$ cat config.mk
export PLATFORM = sky130hd
export DESIGN_NAME = dac_spi_driver
export DESIGN_NICKNAME = d
export VERILOG_FILES = /design/src/rtl/dac_spi_driver.sv
export SDC_FILE = /design/constraint.sdc
export NUM_CORES = 1
export LEC_CHECK = 0
export ABC_AREA = 0
export CAP_MARGIN = 5
export CELL_PAD_IN_SITES_DETAIL_PLACEMENT = 1
export CELL_PAD_IN_SITES_GLOBAL_PLACEMENT = 2
export CORE_UTILIZATION = 38
export DETAILED_ROUTE_END_ITERATION = 10
export GPL_ROUTABILITY_DRIVEN = 0
export PLACE_DENSITY_LB_ADDON = 0.2
export SLEW_MARGIN = 20
export SYNTH_ARGS = -nofsm -noshare
export SYNTH_HDL_FRONTEND = slang
export SYNTH_SLANG_ARGS = --single-unit
$ cat constraint.sdc
create_clock -name clk_50MHz -period 4.7 [get_ports clk_50MHz]
set_input_delay 0.705 -clock clk_50MHz [delete_from_list [all_inputs] [get_ports clk_50MHz]]
set_output_delay 0.705 -clock clk_50MHz [all_outputs]
set_load 0.01 [all_outputs]
$ cat src/rtl/dac_spi_driver.sv
// rtl/dac_spi_driver.sv - 10-bit level stream to 12-bit TLC5615-style SPI frames on a free-running frame timer.
// Optional build macro DAC_SPI_MIDSCALE_ON_IDLE_EN parks the DAC at midscale while data_en is low.
module dac_spi_driver #(
    parameter int FRAME_PERIOD = 200,
    parameter int SCLK_DIV     = 4
) (
    input  logic       clk_50MHz,
    input  logic       rstn,
    input  logic [9:0] data_in,
    input  logic       data_en,
    output logic       dac_cs_n,
    output logic       dac_sclk,
    output logic       dac_din,
    output logic       busy,
    output logic       frame_done,
    output logic       overrun
);
    localparam int TW = $clog2(FRAME_PERIOD + 1);
    localparam int DW = $clog2(SCLK_DIV + 1);
    localparam logic [TW-1:0] TICK_VAL = TW'(FRAME_PERIOD - 1);
    localparam logic [DW-1:0] DIV_LAST = DW'(SCLK_DIV - 1);

`ifdef DAC_SPI_MIDSCALE_ON_IDLE_EN
    localparam logic [11:0] IDLE_WORD = 12'h800;
`else
    localparam logic [11:0] IDLE_WORD = 12'h000;
`endif

    localparam logic [2:0] S_IDLE  = 3'd0;
    localparam logic [2:0] S_SETUP = 3'd1;
    localparam logic [2:0] S_LO    = 3'd2;
    localparam logic [2:0] S_HI    = 3'd3;
    localparam logic [2:0] S_HOLD  = 3'd4;

    logic [TW-1:0] tcnt_q, tcnt_d;
    logic [2:0]    state_q, state_d;
    logic [DW-1:0] div_q, div_d;
    logic [3:0]    bit_q, bit_d;
    logic [11:0]   word_q, word_d;
    logic          cs_q, cs_d;
    logic          sclk_q, sclk_d;
    logic          din_q, din_d;
    logic          busy_q, busy_d;
    logic          done_q, done_d;
    logic          ovr_q, ovr_d;

    logic          tick;
    logic          div_end;
    logic [11:0]   new_word;

    always_comb begin
        tick     = (tcnt_q == TICK_VAL);
        div_end  = (div_q == DIV_LAST);
        new_word = data_en ? {data_in, 2'b00} : IDLE_WORD;

        tcnt_d  = tick ? '0 : tcnt_q + TW'(1);
        state_d = state_q;
        div_d   = div_end ? '0 : div_q + DW'(1);
        bit_d   = bit_q;
        word_d  = word_q;
        cs_d    = cs_q;
        sclk_d  = sclk_q;
        din_d   = din_q;
        done_d  = 1'b0;
        // A tick that lands mid-frame is dropped; only IDLE may capture.
        ovr_d   = tick && busy_q;

        case (state_q)
            S_IDLE: begin
                div_d = '0;
                if (tick) begin
                    state_d = S_SETUP;
                    word_d  = new_word;
                    cs_d    = 1'b0;
                    din_d   = new_word[11];
                end
            end
            S_SETUP: begin
                if (div_end) begin
                    state_d = S_LO;
                    bit_d   = 4'd11;
                end
            end
            S_LO: begin
                if (div_end) begin
                    state_d = S_HI;
                    sclk_d  = 1'b1;
                end
            end
            S_HI: begin
                if (div_end) begin
                    sclk_d = 1'b0;
                    if (bit_q != 4'd0) begin
                        // Next bit goes out on the falling edge, a full half before its rise.
                        bit_d   = bit_q - 4'd1;
                        din_d   = word_q[bit_q - 4'd1];
                        state_d = S_LO;
                    end else begin
                        state_d = S_HOLD;
                    end
                end
            end
            S_HOLD: begin
                if (div_end) begin
                    state_d = S_IDLE;
                    cs_d    = 1'b1;
                    done_d  = 1'b1;
                end
            end
            default: begin
                state_d = S_IDLE;
                cs_d    = 1'b1;
                sclk_d  = 1'b0;
            end
        endcase

        busy_d = (state_d != S_IDLE);
    end

    always_ff @(posedge clk_50MHz or negedge rstn) begin
        if (!rstn) begin
            tcnt_q  <= '0;
            state_q <= S_IDLE;
            div_q   <= '0;
            bit_q   <= '0;
            word_q  <= '0;
            cs_q    <= 1'b1;
            sclk_q  <= 1'b0;
            din_q   <= 1'b0;
            busy_q  <= 1'b0;
            done_q  <= 1'b0;
            ovr_q   <= 1'b0;
        end else begin
            tcnt_q  <= tcnt_d;
            state_q <= state_d;
            div_q   <= div_d;
            bit_q   <= bit_d;
            word_q  <= word_d;
            cs_q    <= cs_d;
            sclk_q  <= sclk_d;
            din_q   <= din_d;
            busy_q  <= busy_d;
            done_q  <= done_d;
            ovr_q   <= ovr_d;
        end
    end

    assign dac_cs_n   = cs_q;
    assign dac_sclk   = sclk_q;
    assign dac_din    = din_q;
    assign busy       = busy_q;
    assign frame_done = done_q;
    assign overrun    = ovr_q;
endmodule
==> summary.md <==
| Metric | Value |
|---|---|
| Arrival @ worst endpoint | `2270 ps` |
| Yosys reg bits | `34` |
| Core area | `between 4000 and 5000 um^2` |
| Tmin final | `2058 ps` |
| Area grow syn2layout | `18.15%` |
| Grt ovf | `0` |
| Routed WL per cell | `14.74 um` |
| CP max stage delay | `between 600 and 700 ps` |
| Share of the synthesized area in the top cell type | `49.70%` |
| Die X-Extent | `68.13 um` |
| Worst setup EP type | `register` |
| Buf/Inv on CP | `0` |
| Die Ht | `68.13 um` |
| Full die area | `4641 um^2` |
| Worst Path Class, Setup | `reg2reg` |
| Synth async-reset ratio | `100.0%` |
| Post-DP HPWL | `approximately 2.5 mm` |
| Pin count of the biggest net entering global routing | `35` |
| Initial DRT Pass Iterations | `4` |
| Fin nets | `between 150 and 200` |
| CP max FO | `22` |
| Internal Dissipation | `0.4209 mW` |
| Required time of the critical path | `4910 ps` |
| Synth Cell Area | `1662 um^2` |
| Combinational power share | `between 3 and 4%` |
| Clock group share of total power | `approximately two fifths` |
| Initial DRC Count | `91` |
| Tot GR Track Use | `18.06%` |
| Max Fclk | `0.4860 GHz` |
| First-pass GRT wire length | `5.975 mm` |
| IO Pins | `19` |
| Hold-fix buffers at CTS | `0` |
| N_diodes | `0` |
| Final number of setup-violating endpoints | `0` |
| MaxCap Viol Count | `0` |
| Sequential fraction of the synthesis area | `51.28%` |
| Status | `completed` |
| CP top delay family | `simple AND/OR/NAND/NOR gates` |
| PD cells | `between 200 and 300 nW/um^2` |
| CTS Sinks | `34` |
| Starting Density | `40.66%` |
| Post-route cell area | `1963 um^2` |
| RSZ-0062 raised after global routing | `false` |
| Top post-synthesis cells by area | `dfrtp_1, nand2_1, o21ai_1, mux4_2, ha_1` |
| Initial antenna violation count | `0` |
| Reg clk slew, reported paths | `about 70 ps` |
| TritonCTS Buffers | `5` |
| Netlist cell types | `43` |
| DR vias | `1239` |
| FP Rows | `23` |
| Leak | `0.8505 nW` |
| Area after DPL | `1872 um^2` |
| Syn_nets | `179` |
| Worst skew pair latency | `290 ps` |
| P_sw | `0.1102 mW` |
| Root Driver | `clkbuf_8` |
| Final Max Slew Viols | `0` |
| Crit path cell chain | `nor3_2 > nand3_1 > a22o_1` |
| Crit-path slowest cell | `nand3_1` |
| Max Buffers Root-to-Sink | `2` |
| Ys Warns | `0` |
| Post_cts resized | `0` |
| Switching share of power | `20.75%` |
| Cells after Synth | `approximately 160` |
| Antenna Nets Post-Route | `0` |
| Post-synth EDFFs | `0` |
| Final TNS setup | `0 ps` |
| Worst-Margin Slew | `719.8 ps` |
| Part of the cycle the worst path needs | `a little over two fifths` |
| HP Class | `reg2reg` |
| Peak supply drop | `176.4 uV` |
| DRT Wirelength | `3.406 mm` |
| CTS tree | `done` |
| Dominant synthesized flop cell | `dfrtp_1` |
| CP Launch Type | `register` |
| I/O Buffers | `18` |
| Share of post-route cells with drive strength above 1 | `roughly a tenth` |
| Largest area contributor in the netlist | `dfrtp_1` |
| Vias per Instance | `5.364` |
| H-tree Lvls | `2` |
| Clk_skew | `6.089 ps` |
| Avg Inst Size Synth | `10.19 um^2` |
| Post CTS Setup Buffer Count | `0` |
| Register share of total power | `55.1%` |
| DRC violations left | `0` |
| Final Hold Fails | `0` |
| Number of global-route vias before repair | `1267` |
| Rel. slew slack | `slightly above 50%` |
cells by family after synthesis:
kind of cell / count (synthesis) / synth area share (%)
simple gates: 65 / 20.56
flops: 34 / 51.28
xor+xnor: 8 / 4.216
compound gates: 33 / 13.03
buf+inv: 15 / 3.991
mux: 5 / 4.668
fa+ha+maj: 3 / 2.259
routing by layer:
layer / global-route usage, % / part of all wire [%]
met1: 24.19 / 50
met2: 26.72 / 45
met3: 5.500 / 3.4
met4: 7.813 / 1.8
met5: 0 / 0
sequential cells by signal (all words and copies together) (netlist names):
| register | cells |
|---|---|
| dac_cs_n | 1 |
| busy | 1 |
| bit_q | 4 |
| word_q | 10 |
| frame_done | 1 |
| state_q | 3 |
| div_q | 3 |
| dac_din | 1 |
| overrun | 1 |
| tcnt_q | 8 |
| dac_sclk | 1 |
cell usage in the layout, fill, tap and decap left out, types with 3 or more instances in the layout:
cell              n
a21oi_1           3
a31oi_1           3
and3_1            5
clkbuf_8          6
clkdlybuf4s50_1  18
dfrtp_1          33
ha_1              3
inv_1             5
nand2_1          28
nand3_1           5
nor2_1            6
nor2b_1           3
nor3_1            3
o21ai_0           5
o21ai_1           9
xnor2_1           4
xor2_1            4
path summary, 6_finish.rpt:
kind                       cells after the start  slack, ps  startpoint         to
min reg2reg                                    1        450    div_q[0]   div_q[0]
min in group asynchronous                      2        820        rstn  tcnt_q[5]
max                                            3       2640  state_q[0]   dac_cs_n
max reg2reg                                    3       2640  state_q[0]   dac_cs_n
max in group asynchronous                      2       3520        rstn   dac_cs_n
min                                            1        450    div_q[0]   div_q[0]
area by class of cell:
class,instances,area [um^2]
Fill cell,472,2123
Sequential cell,34,852.1
Multi-Input combinational cell,114,743.2
Timing Repair Buffer,20,195.2
Clock buffer,7,86.33
Tap cell,50,62.56
Inverter,5,18.77
Clock inverter,1,5.005
stage by stage:
stage | worst slack, ps | hold slack [ps] | util, % | instances | power [mW]
after floorplan | 2998 | 409.4 | - | 163 | 0.3012
after global placement | 2706 | 433.3 | 45.81 | 223 | 0.3180
after detailed placement | 2672 | 443.6 | 45.81 | 223 | 0.3184
after CTS | 2624 | 454.6 | 48.04 | 231 | 0.5399
after global routing | 2420 | 476.1 | 48.04 | 231 | 0.5560
final | 2642 | 448.9 | 48.04 | 231 | 0.5311
worst reg2reg max path: cells and delay by family, from the launching register on:
family          cells  cell delay, ps
compound gates      1             430
flops               1             500
simple gates        2            1050
synth_stat cells (all sizes together) (4+ instances only):
cell,number
and3,5
clkbuf,7
dfrtp,33
inv,5
nand2,28
nand3,5
nor2,6
nor3,4
o21ai,14
xnor2,4
xor2,4
power groups by stage:
stage	Sequential [mW]	Clock [mW]	Combinational, mW
floorplan	0.298	0	0.00307
global placement	0.298	0	0.0199
detailed placement	0.298	0	0.0203
CTS	0.293	0.227	0.0204
global route	0.292	0.241	0.0224
finish	0.293	0.219	0.0196
No activity file was read; power rests on OpenSTA's default activity.
